**src/rtl/uart_tx_fifo.sv**
```systemverilog
// UART transmitter fed by a small input FIFO: programmable bit period, optional
// parity, one or two stop bits, back-to-back frames while words are queued.
module uart_tx_fifo #(
  parameter int DATAWIDTH  = 8,
  parameter int CLKDIV     = 16,
  parameter int PARITY     = 0,
  parameter int STOPBITS   = 1,
  parameter int FIFO_DEPTH = 4
) (
  input  logic                 CLK,
  input  logic                 RST,
  input  logic [DATAWIDTH-1:0] DATA,
  input  logic                 DATARDY,
  output logic                 FULL,
  output logic                 READ,
  output logic                 BUSY,
  output logic                 TX
);

  localparam int AW   = $clog2(FIFO_DEPTH);
  localparam int CW   = AW + 1;
  localparam int DIVW = $clog2(CLKDIV);
  localparam int BCW  = 4;
  // Reserved encoding 3 falls through to "no parity".
  localparam bit USE_PAR = (PARITY == 1) || (PARITY == 2);

  typedef enum logic [2:0] {
    S_IDLE,
    S_START,
    S_DATA,
    S_PARITY,
    S_STOP
  } state_t;

  state_t               state, state_next;
  logic [DATAWIDTH-1:0] mem [FIFO_DEPTH];
  logic [AW-1:0]        wr_ptr, rd_ptr;
  logic [CW-1:0]        count, count_next;
  logic                 push, pop, empty;
  logic [DIVW-1:0]      div, div_next;
  logic                 div_end;
  logic [BCW-1:0]       bit_cnt, bit_cnt_next;
  logic [DATAWIDTH-1:0] shift, shift_next;
  logic                 par, par_next;
  logic                 tx_next;

  function automatic logic parity_of(input logic [DATAWIDTH-1:0] d);
    return (PARITY == 1) ? ~(^d) : ^d;
  endfunction

  assign push       = DATARDY && !FULL;
  assign empty      = (count == '0);
  assign count_next = count + CW'(push) - CW'(pop);
  assign div_end    = (div == DIVW'(CLKDIV - 1));

  always_comb begin
    state_next   = state;
    div_next     = div_end ? '0 : div + 1'b1;
    bit_cnt_next = bit_cnt;
    shift_next   = shift;
    par_next     = par;
    pop          = 1'b0;
    case (state)
      S_IDLE: begin
        div_next = '0;
        if (!empty) begin
          pop          = 1'b1;
          bit_cnt_next = '0;
          state_next   = S_START;
        end
      end
      S_START: begin
        if (div_end) state_next = S_DATA;
      end
      S_DATA: begin
        if (div_end) begin
          shift_next = shift >> 1;
          if (bit_cnt == BCW'(DATAWIDTH - 1)) begin
            bit_cnt_next = '0;
            state_next   = USE_PAR ? S_PARITY : S_STOP;
          end else begin
            bit_cnt_next = bit_cnt + 1'b1;
          end
        end
      end
      S_PARITY: begin
        if (div_end) state_next = S_STOP;
      end
      S_STOP: begin
        if (div_end) begin
          if (bit_cnt == BCW'(STOPBITS - 1)) begin
            bit_cnt_next = '0;
            // Chain straight into the next start bit when more words wait.
            if (!empty) begin
              pop        = 1'b1;
              state_next = S_START;
            end else begin
              state_next = S_IDLE;
            end
          end else begin
            bit_cnt_next = bit_cnt + 1'b1;
          end
        end
      end
      default: state_next = S_IDLE;
    endcase
    if (pop) begin
      shift_next = mem[rd_ptr];
      par_next   = parity_of(mem[rd_ptr]);
    end
    // TX is registered from the next-state view so it changes with the state.
    case (state_next)
      S_START:  tx_next = 1'b0;
      S_DATA:   tx_next = shift_next[0];
      S_PARITY: tx_next = par_next;
      default:  tx_next = 1'b1;
    endcase
  end

  always_ff @(posedge CLK or posedge RST) begin
    if (RST) begin
      state   <= S_IDLE;
      div     <= '0;
      bit_cnt <= '0;
      wr_ptr  <= '0;
      rd_ptr  <= '0;
      count   <= '0;
      FULL    <= 1'b0;
      READ    <= 1'b0;
      BUSY    <= 1'b0;
      TX      <= 1'b1;
    end else begin
      state   <= state_next;
      div     <= div_next;
      bit_cnt <= bit_cnt_next;
      count   <= count_next;
      FULL    <= (count_next == CW'(FIFO_DEPTH));
      READ    <= push;
      BUSY    <= (state_next != S_IDLE);
      TX      <= tx_next;
      if (push) wr_ptr <= wr_ptr + 1'b1;
      if (pop)  rd_ptr <= rd_ptr + 1'b1;
    end
  end

  always_ff @(posedge CLK) begin
    if (push) mem[wr_ptr] <= DATA;
    shift <= shift_next;
    par   <= par_next;
  end

endmodule

```
**config.mk**
```make
export PLATFORM = sky130hd
export DESIGN_NAME = uart_tx_fifo
export DESIGN_NICKNAME = d
export VERILOG_FILES = /design/src/rtl/uart_tx_fifo.sv
export SDC_FILE = /design/constraint.sdc
export NUM_CORES = 1
export LEC_CHECK = 0
export ABC_AREA = 1
export CAP_MARGIN = 20
export CELL_PAD_IN_SITES_DETAIL_PLACEMENT = 1
export CELL_PAD_IN_SITES_GLOBAL_PLACEMENT = 2
export CORE_MARGIN = 3
export CORE_UTILIZATION = 35
export DETAILED_ROUTE_END_ITERATION = 16
export PLACE_DENSITY_LB_ADDON = 0.1
export REMOVE_ABC_BUFFERS = 1
export SLEW_MARGIN = 40
export SYNTH_ARGS = -nofsm -noshare
export SYNTH_HDL_FRONTEND = slang
export SYNTH_SLANG_ARGS = --single-unit
```
**constraint.sdc**
```tcl
create_clock -name CLK -period 4.4 [get_ports CLK]
set_clock_uncertainty 0.05 [all_clocks]
set_input_delay 0.44 -clock CLK [delete_from_list [all_inputs] [get_ports CLK]]
set_output_delay 0.44 -clock CLK [all_outputs]
set_load 0.03 [all_outputs]
```
# Yosys cells after proc, flatten, opt, wreduce, memory -nomap -nowiden
# Memory sizes are Yosys's and may differ from the RTL's.
# Index checks and enable logic that the tools add are counted.
# word_totals
in_bits	11
ramBits	32
elab_cells	73
n_memories	1
out_inout_bits	4
regBits	31
# classes
addsub	6
eq_ne	13
reduce_logical	12
mux	28
# memory_table
name	depth	width	rd	rd_clocked_by_memory_dff	wr	line_no	text
mem	4	8	1	0	1	36	logic [DATAWIDTH-1:0] mem [FIFO_DEPTH];
# op_table
operator	n
two-way mux 4 bit	7
two-way mux 8 bit	3
two-way mux 3 bit	7
one-hot mux 3 bit (5 select lines)	1
equality test 3 x 2 -> 1 bit (second input constant)	4
one-hot mux 4 bit (3 select lines)	1
adder 4 x 1 -> 4 bit (second input constant)	2
XOR reduction 8 bit	1
two-way mux 1 bit	7
equality test 3 x 1 -> 1 bit (second input constant)	2
equality test 3 bit (second input constant)	2
logical NOT 3 bit	2
!= test 2 bit (second input constant)	3
nonzero test 3 bit	2
adder 2 x 1 -> 2 bit (second input constant)	2
equality test 4 x 3 -> 1 bit (second input constant)	1
equality test 4 bit (second input constant)	1
logical NOT 4 bit	1
AND reduction 4 bit	1
nonzero test 2 bit	2
adder 3 x 1 -> 3 bit	1
one-hot mux 1 bit (3 select lines)	1
subtractor 3 x 1 -> 3 bit	1
one-hot mux 1 bit (2 select lines)	1
other kinds (3)	3

# Logic depth before layout (Yosys ltp)
# Gate-level depths: netlist of run 1.
# logic_depth
depth_word	7
depth_mapped	15
mapped_depth_nobuf	15

# Worst setup path before layout of run 1
# Ideal clock, no wire load.
# synth_timing
kind	register to register
from	reg div[0]
to	reg FULL
path_buffers	0
t_required_ns	4.279
synth_period_minus_slack_ns	2.299
slack_ns	2.101
t_arrival_ns	2.177
stages_incl_launch_ff	15
setup_time_ns	0.071
cell_sequence	dfrtp_1 -> ha_1 -> nand2_1 -> nor2_2 -> a21oi_2 -> inv_1 -> nand3_4 -> xor2_1 -> ha_1 -> inv_1 -> fa_1 -> xnor2_1 -> xnor2_1 -> nand2_1 -> nor2_1
# synth_between
elab_chain_len	5
# synth_rtl
item	line_no	text
start, declared	40	logic [DIVW-1:0] div, div_next;
start signal, assigned	134	div <= div_next;
equality test 4 bit	54	assign div_end = (div == DIVW'(CLKDIV - 1));
two-way mux 1 bit	90	if (div_end) begin
one-hot mux 1 bit (2 select lines)	63	case (state)
subtractor 3 x 1 -> 3 bit	53	assign count_next = count + CW'(push) - CW'(pop);
net count_next[2]	38	logic [CW-1:0] count, count_next;
equality test 3 bit	137	FULL <= (count_next == CW'(FIFO_DEPTH));
end signal, assigned	137	
end, declared	14	output logic FULL,
# The timed path passes the listed nets, and every way through them passes these cells.
# A chain may end at the register's enable or synchronous reset.

# Worst setup path in the final report of run 1
# Same ends and word-level chain as after synthesis.

==> results of run 1 <==
==> per-stage QoR <==
step	power, mW	cells	setup WS (ns)
after floorplan	1.64	314	1.94
after global placement	1.93	433	1.64
final	2.36	449	1.54
after global routing	2.59	449	1.24
after detailed placement	1.95	433	1.50
after CTS	2.41	449	1.49
==> worst max-delay path, cell delays in order (launching register included) <==
cell	delay, ns
dfrtp_1	0.37
ha_1	0.18
nand2_1	0.09
nor2_2	0.44
a21oi_2	0.13
inv_1	0.11
nand3_4	0.14
xor2_1	0.18
ha_1	0.16
inv_1	0.04
fa_1	0.38
xnor2_1	0.19
xnor2_1	0.16
nand2_1	0.07
nor2_1	0.09
==> logic make-up (layout without fill, tap and decap cells) <==
group           Yosys count  after routing  share of synthesized area
compound gates           29             29                     0.0543
xor+xnor                  6              6                     0.0170
fa+ha+maj                 9              9                     0.0389
buf+inv                  48             71                     0.0718
flops                    63             63                      0.571
simple gates            166            166                      0.247
==> routing by layer <==
layer,track usage,wire length (µm),vias to the layer above
met4,0.0662,106,0
met1,0.183,3100,992
met3,0.0208,149,10
li1,-,-,1078
met2,0.242,3230,18
met5,0,0,-
==> synth_stat cells <==
cell / n
a21oi_2: 2
nand4_1: 1
buf_8: 1
o22ai_1: 1
nand3_1: 22
a21boi_0: 1
inv_1: 35
inv_2: 5
or3_4: 1
dfxtp_1: 2
nand2_1: 93
nor2_2: 2
or2_2: 1
o21ai_0: 9
xor2_1: 4
buf_6: 2
ha_1: 8
edfxtp_1: 39
nand2_2: 12
dfstp_2: 1
xnor2_1: 2
buf_2: 2
o221ai_1: 1
nand3_4: 1
fa_1: 1
nor3_1: 2
a21oi_1: 9
or2_1: 1
inv_6: 1
a31oi_1: 6
nor2_1: 23
buf_4: 2
nand3_2: 7
dfrtp_1: 21
==> power by group <==
part / leakage (nW) / internal (mW) / switching, mW
Clock: 0.0833 / 0.208 / 0.234
Sequential: 0.646 / 0.810 / 0.124
Combinational: 0.790 / 0.332 / 0.655
==> how the worst max path moves through the flow <==
stage / from / to / slack (ns) / cells after the start
3_3_place_gp: DATARDY / FULL / 1.64 / 12
6_report: div[0] / FULL / 1.54 / 14
4_1_cts: div[0] / FULL / 1.49 / 14
5_1_grt: div[0] / FULL / 1.24 / 14
2_1_floorplan: div[0] / FULL / 1.94 / 14
3_5_place_dp: div[0] / FULL / 1.50 / 14
==> area by class of cell <==
type	instances	area share
Inverter	41	0.0457
Timing Repair Buffer	14	0.0403
Tap cell	105	0.0378
Multi-Input combinational cell	210	0.319
Clock inverter	6	0.0133
Clock buffer	10	0.0367
Sequential cell	63	0.507
==> registers in the layout, summed over array words and instances (netlist names), 2 cells and up <==
register and count:
bit_cnt 4, count 3, div 4, mem 32, rd_ptr 2, shift 8
state 3, wr_ptr 2
==> metrics, run 1 <==
YS warnings 0; via count of the first global-routing pass around 2200; # rows 33; critical path capture point type flip-flop; grt ovf 0; cell count after synthesis about 320; drt pass-1 iters 4; total vias in the final route 2098; outcome finished clean; clock sink count 63; PD cells 680 mW/mm²; maximum achievable frequency 350 MHz; wire length per cell after detailed routing between 10 and 15 µm; Area contributors post-synth edfxtp_1, dfrtp_1, nand2_1; DR DRC count 0; Tightest Pin Transition approximately 0.8 ns; Final setup viols 0; master cell of the clock root buffer clkbuf_8; share of Yosys cell area claimed by the top area cell type 0.380; max cap viols 0; Syn-to-layout area delta 12.7%; Avg Synthesized Cell Area about 9.6 µm²; I/O Buffers 14; Post-Route Hold Slack 0.396 ns; Worst Setup Path Type reg -> reg; insertion delay to the later sink of the worst-skew pair 0.34 ns; boundary pin count 15; part of the Yosys area used for sequential elements 0.571; total length of routed wires 6580 µm; Net count, final 359; Crit Reg-Reg Endpoint FULL; flop and latch count out of synthesis 63; multi-input gate area in the final layout 0.00111 mm²; 1st-iter DRT viols 58; most used cells in the layout excluding fill and tap cells nand2_1, edfxtp_1, inv_1; number of setup buffers added after CTS 0; reg2reg path depth 14; Clock Pin Slew Worst Setup and Hold Paths ~0.07 ns; Overall Global Routing Usage 0.144; DRT antenna net count 0; class of the tightest hold or removal check in -> async; FF+latch area 0.00176 mm²; final period utilization 0.650; area of all placed cells without fillers 0.00348 mm²; fraction of layout instances using a drive strength above 1 0.151; Final Slew Violations 0; Die Wd between 90 and 100 µm; global-route wire length before repair 11000 µm; synth unique cells 34; Leakage Power approximately 1.5 nW; setup slack of the most critical reg-to-reg path 1.54 ns; Rel. slew slack 0.477; CORE AREA 0.00838 mm²; cell type with the highest aggregate area in the netlist edfxtp_1; RSZ-0062 raised after global routing false; Setup TNS Final 0 ns; clock buffer depth 2; initial antenna violation count 0; drt via density 4.67; Fill cells approximately 970; total count of hold-check failures in the final report 0; most frequent standard cell in the layout excluding fill and tap cells nand2_1; element type at the critical path start flip-flop; critical path required time about 4.6 ns; number of resized instances in the post-cts repair step 0; starting density of the core 0.368; Synth Cell Area between 0.003 and 0.004 mm²; pin count of the biggest net entering global routing 23; HPWL after detailed placement 4770 µm; Die Footprint 0.00998 mm²; Final Critical Period about 2.9 ns; worst reg2reg startpoint div[0]; Placer Congestion 0.724; overall die height 99.9 µm; number of clock buffers inserted by TritonCTS 9; VDD IR max 0.267 mV; antenna diode count 0; CTS tree built; post-route core utilization 0.415; H-tree depth reported by CTS 3; hold bufs inserted after CTS 0; maximum net fanout on the critical path 13; data arrival at the endpoint of the critical path 3.07 ns; Cell Area, Placed 0.00330 mm²
Power figures use the tool's default switching activity.
==> run 2: changes to the inputs <==
clock period = 2.6 ns   (was 4.4 ns; I/O delays follow)
==> run 2 against run 1 <==
  * Clock power up 67%
  * Utilization up 0.93 points
  * Die area unchanged
  * Maximum frequency up 19%
  * Wire length down 3.0%
  * Global-route usage down 0.22 points
  * First-iteration DRC count up 50%
==> metrics, run 2 (synthesis results as in run 1) <==
maximum net fanout on the critical path 3; starting density of the core 0.368; CORE AREA 0.00838 mm²; fraction of layout instances using a drive strength above 1 0.172; Net count, final 369; most used cells in the layout excluding fill and tap cells nand2_1, edfxtp_1, inv_1; worst path setup slack after routing a little under 0.2 ns; 1st-iter DRT viols 87; master cell of the clock root buffer clkbuf_8; Placer Congestion 0.755; total length of routed wires 6390 µm; Final setup viols 0; Layout Cells excl Fill 459; Setup TNS Final 0 ns; Final Critical Period 2.41 ns; number of flip-flops in the largest register 32; total count of hold-check failures in the final report 0; global-route wire length before repair approximately 11000 µm; overall die height 99.9 µm; pin count of the biggest net entering global routing 23; initial antenna violation count 0; top flop regs mem x32, shift x8; VDD IR max 0.449 mV; total vias in the final route 2150; placement-stage worst setup slack 0.159 ns; post-route core utilization 0.424; I/O Buffers 14; Post-Route Hold Slack around 0.21 ns; critical path required time 2.82 ns; Overall Global Routing Usage 0.142; RSZ-0062 raised after global routing false; Rel. slew slack 0.672; DRT antenna net count 0; class of the tightest hold or removal check in -> async; register ranked first by flip-flop count mem; Die Footprint 0.00998 mm²; most frequent standard cell in the layout excluding fill and tap cells nand2_1; via count of the first global-routing pass 2256; clock buffer depth 2; H-tree depth reported by CTS 3; element type at the critical path start flip-flop; wire length per cell after detailed routing 13.9 µm; max cap viols 0; number of clock buffers inserted by TritonCTS 9; final period utilization 0.925; insertion delay to the later sink of the worst-skew pair 0.34 ns; Leakage Power 1.57 nW; HPWL after detailed placement between 4000 and 5000 µm; # rows 33; Worst Setup Path Type reg -> reg; Final Slew Violations 0; drt via density approximately 4.7; CTS tree built; hold bufs inserted after CTS 0; Die Wd roughly 100 µm; Syn-to-layout area delta 15.2%; clock sink count between 60 and 70; grt ovf 0; outcome finished clean; data arrival at the endpoint of the critical path 2.62 ns; critical path capture point type flip-flop; boundary pin count 15; maximum achievable frequency 416 MHz; Clock Pin Slew Worst Setup and Hold Paths 0.07 ns; # placed instances 442; DR DRC count 0; antenna diode count 0; drt pass-1 iters 4; Tightest Pin Transition between 0.4 and 0.5 ns; PD cells 1140 mW/mm²
## run 2: cell count changes in the layout (fill, tap and decap cells not counted)
cell / delta
buf_4: +10
clkbuf_1: -1
clkinv_1: +1
clkinv_4: +2
fa_1: -1
fa_2: +1
inv_6: -2
nor2_1: +3
nor2_2: -3
xnor2_1: -1
xnor2_2: +1
## run 2: critical path: stages, from the launching register on
cell and delay (ns):
dfrtp_1 0.38, inv_1 0.08, ha_1 0.19, nand3_1 0.07, inv_1 0.07, a21oi_2 0.16
inv_1 0.08, nand3_4 0.06, xor2_1 0.15, ha_1 0.16, inv_1 0.05, fa_2 0.34
xnor2_2 0.14, xnor2_1 0.20, nand2_1 0.07, nor2_1 0.09
## run 2: worst paths after layout
check / from / endpoint / slack (ns) / depth (start not counted)
min: RST / rd_ptr[1] / 0.21 / 2
max reg2reg: bit_cnt[0] / FULL / 0.19 / 15
max in group asynchronous: RST / TX / 1.93 / 2
min reg2reg: div[0] / div[0] / 0.41 / 1
min in group CLK: div[0] / div[0] / 0.41 / 1
max: bit_cnt[0] / FULL / 0.19 / 15
## run 2: power by group
| group | total [mW] | internal, mW | switching, mW |
|---|---|---|---|
| sequential | 1.52 | 1.37 | 0.150 |
| clock | 0.740 | 0.345 | 0.395 |
| combinational | 1.79 | 0.633 | 1.16 |
## run 2: per-layer routing
metal	routed length, µm	track usage
met4	72	0.0473
met1	3070	0.185
met2	3070	0.235
met5	0	0
met3	180	0.0313
## run 2: layout make-up
type	instances	area (µm²)
tap	105	131
clock buffer	9	124
sequential	63	1760
timing repair buffer	24	215
inverter	41	159
clock inverter	7	50.0
fill	973	4830
multi-input combinational	210	1110
## run 2: timing repair
| item | in CTS | in global routing |
|---|---|---|
| gates resized for setup | 0 | 2 |
| endpoints found under the setup margin | 0 | 1 |
| setup buffers | 0 | 1 |
## run 2: per-stage QoR
stage	power, mW	instance area, µm²
floorplan	2.78	3020
global placement	3.31	3360
detailed placement	3.35	3360
CTS	4.11	3540
global route	4.45	3550
finish	4.05	3550
==> run 3: changes to the inputs <==
CORE_MARGIN = default   (was 3)
PLACE_DENSITY = 0.84   (was default)
PLACE_DENSITY_LB_ADDON = default   (was 0.1)
==> run 3 against run 2 <==
  * Critical path depth fell by 1
  * Highest routed layer unchanged
  * Largest cell class unchanged
  * Flip-flop and latch count did not move
  * Non-clock buffer count did not move
  * Sequential share of layout area fell by 0.64 points
  * Wire length rose by 3.8%
  * Register-to-register slack improved by 0.04 ns
  * Via count rose by 3.5%
  * Global-route usage rose by 2.5 points
==> metrics, run 3 (synthesis results as in run 1) <==
number of flip-flops in the largest register 32; Die Wd 95.9 µm; total vias in the final route about 2200; Worst Setup Path Type reg -> reg; I/O Buffers 14; switching share of total power 0.404; RSZ-0062 raised after global routing false; DRT antenna net count 0; antenna diode count 0; part of the power in registers 0.357; drt via density 4.85; Final Slew Violations 0; master cell of the clock root buffer clkbuf_8; maximum achievable frequency 423 MHz; Final setup viols 0; Fill cells 957; class of the tightest hold or removal check in -> async; fraction of layout instances using a drive strength above 1 0.172; dominant delay contributor by cell family on the critical path adder cells; global-route wire length before repair 11200 µm; max cap viols 0; data arrival at the endpoint of the critical path 2.58 ns; Net count, final 369; Leakage Power ~1.6 nW; maximum net fanout on the critical path 3; Setup TNS Final 0 ns; register ranked first by flip-flop count mem; PD cells 1180 mW/mm²; number of buffer and inverter stages on the critical path 2; Placer Congestion between 0.7 and 0.8; insertion delay to the later sink of the worst-skew pair 0.34 ns; crit path cell chain ha_1, nand2_1, nor2_2, a21oi_2, inv_1, nand3_4, xor2_2, ha_1, inv_1, fa_2, xnor2_2, xnor2_1, nand2_1, nor2_1; clock share of power 0.214; pin count of the biggest net entering global routing 23; DR DRC count 0; CORE AREA 0.00838 mm²; cell with the largest stage delay on the worst path dfrtp_1; # rows 33; outcome finished clean; total count of hold-check failures in the final report 0; Tightest Pin Transition 0.481 ns; most frequent standard cell in the layout excluding fill and tap cells nand2_1; Final Critical Period 2.36 ns; clock buffer depth 2; critical path required time 2.82 ns; Die Footprint 0.00919 mm²; grt ovf 0; Slowest Stage Delay on Critical Path 0.39 ns; drt pass-1 iters 4; clock sink count 63; Post-Route Hold Slack 0.200 ns; total length of routed wires between 6000 and 7000 µm; critical path capture point type flip-flop; boundary pin count 15; starting density of the core 0.368; final period utilization 0.909; VDD IR max slightly above 0.5 mV; Syn-to-layout area delta 16.7%; HPWL after detailed placement around 4800 µm; via count of the first global-routing pass ~2400; Clock Pin Slew Worst Setup and Hold Paths 0.07 ns; H-tree depth reported by CTS 3; overall die height 95.9 µm; Overall Global Routing Usage 0.167; internal cell power 2.54 mW; initial antenna violation count 0; top flop regs mem x32, shift x8; 1st-iter DRT viols 134; number of clock buffers inserted by TritonCTS 9; Rel. slew slack 0.679; Psw ~1.7 mW; most used cells in the layout excluding fill and tap cells nand2_1, edfxtp_1, inv_1; hold bufs inserted after CTS 0; element type at the critical path start flip-flop; wire length per cell after detailed routing 14.4 µm; Gate power share 0.428; CTS tree built
==> run 3: cell types whose count changed in the layout (fill, tap and decap cells not counted) <==
cell,previous run,this run
bufinv_16,0,2
clkbuf_1,0,1
clkinv_4,3,1
clkinvlp_4,2,1
xor2_1,4,3
xor2_2,0,1
==> run 3: layout make-up <==
class | instances | area (µm²) | area share
Inverter | 41 | 159 | 0.0441
Multi-Input combinational cell | 210 | 1120 | 0.311
Clock inverter | 6 | 85.1 | 0.0236
Timing Repair Buffer | 24 | 215 | 0.0598
Clock buffer | 10 | 128 | 0.0355
Sequential cell | 63 | 1760 | 0.490
Tap cell | 105 | 131 | 0.0365
==> run 3: final timing paths <==
kind                        start   endpoint  slack, ns  cells after the start
min in group CLK           div[0]     div[0]       0.41                      1
max in group asynchronous     RST         TX       1.94                      2
hold / removal                RST  rd_ptr[0]       0.20                      2
hold reg to reg            div[0]     div[0]       0.41                      1
setup reg to reg           div[0]       FULL       0.24                     14
setup / recovery           div[0]       FULL       0.24                     14
==> run 3: per-stage QoR <==
step	instances	area [µm²]	setup slack, ns	utilization	power [mW]
final	459	3600	0.236	0.429	4.26
after global routing	459	3600	0.0430	0.429	4.60
after CTS	458	3570	0.121	0.426	4.29
after detailed placement	442	3360	0.136	0.401	3.36
after global placement	442	3360	0.280	0.401	3.26
after floorplan	314	3020	0.136	-	2.78
==> run 3: per-layer routing <==
| layer | track usage | share of wire | vias to the layer above |
|---|---|---|---|
| li1 | - | - | 1104 |
| met1 | 0.205 | 0.44 | 1082 |
| met4 | 0.0771 | 0.019 | 0 |
| met3 | 0.0379 | 0.033 | 10 |
| met2 | 0.280 | 0.50 | 30 |
| met5 | 0 | 0 | - |
==> run 3: timing repair <==
action	CTS	global route
resized for setup	0	3
setup buffers	0	1
hold endpoints to repair	0	0
setup endpoints to repair	0	1
==> run 3: worst register-to-register path: stages, from the launching register on <==
cell and delay (ns):
dfrtp_1 0.39, ha_1 0.21, nand2_1 0.10, nor2_2 0.05, a21oi_2 0.15, inv_1 0.08
nand3_4 0.07, xor2_2 0.13, ha_1 0.15, inv_1 0.05, fa_2 0.35, xnor2_2 0.14
xnor2_1 0.19, nand2_1 0.08, nor2_1 0.10
==> run 3: power by group through the flow <==
stage                     Sequential (mW)  Combinational (mW)  Clock, mW
final                                1.52                1.82      0.914
after global routing                 1.55                2.07      0.976
after CTS                            1.52                1.83      0.941
after detailed placement             1.54                1.81          0
after global placement               1.53                1.73          0
after floorplan                      1.58                1.20          0
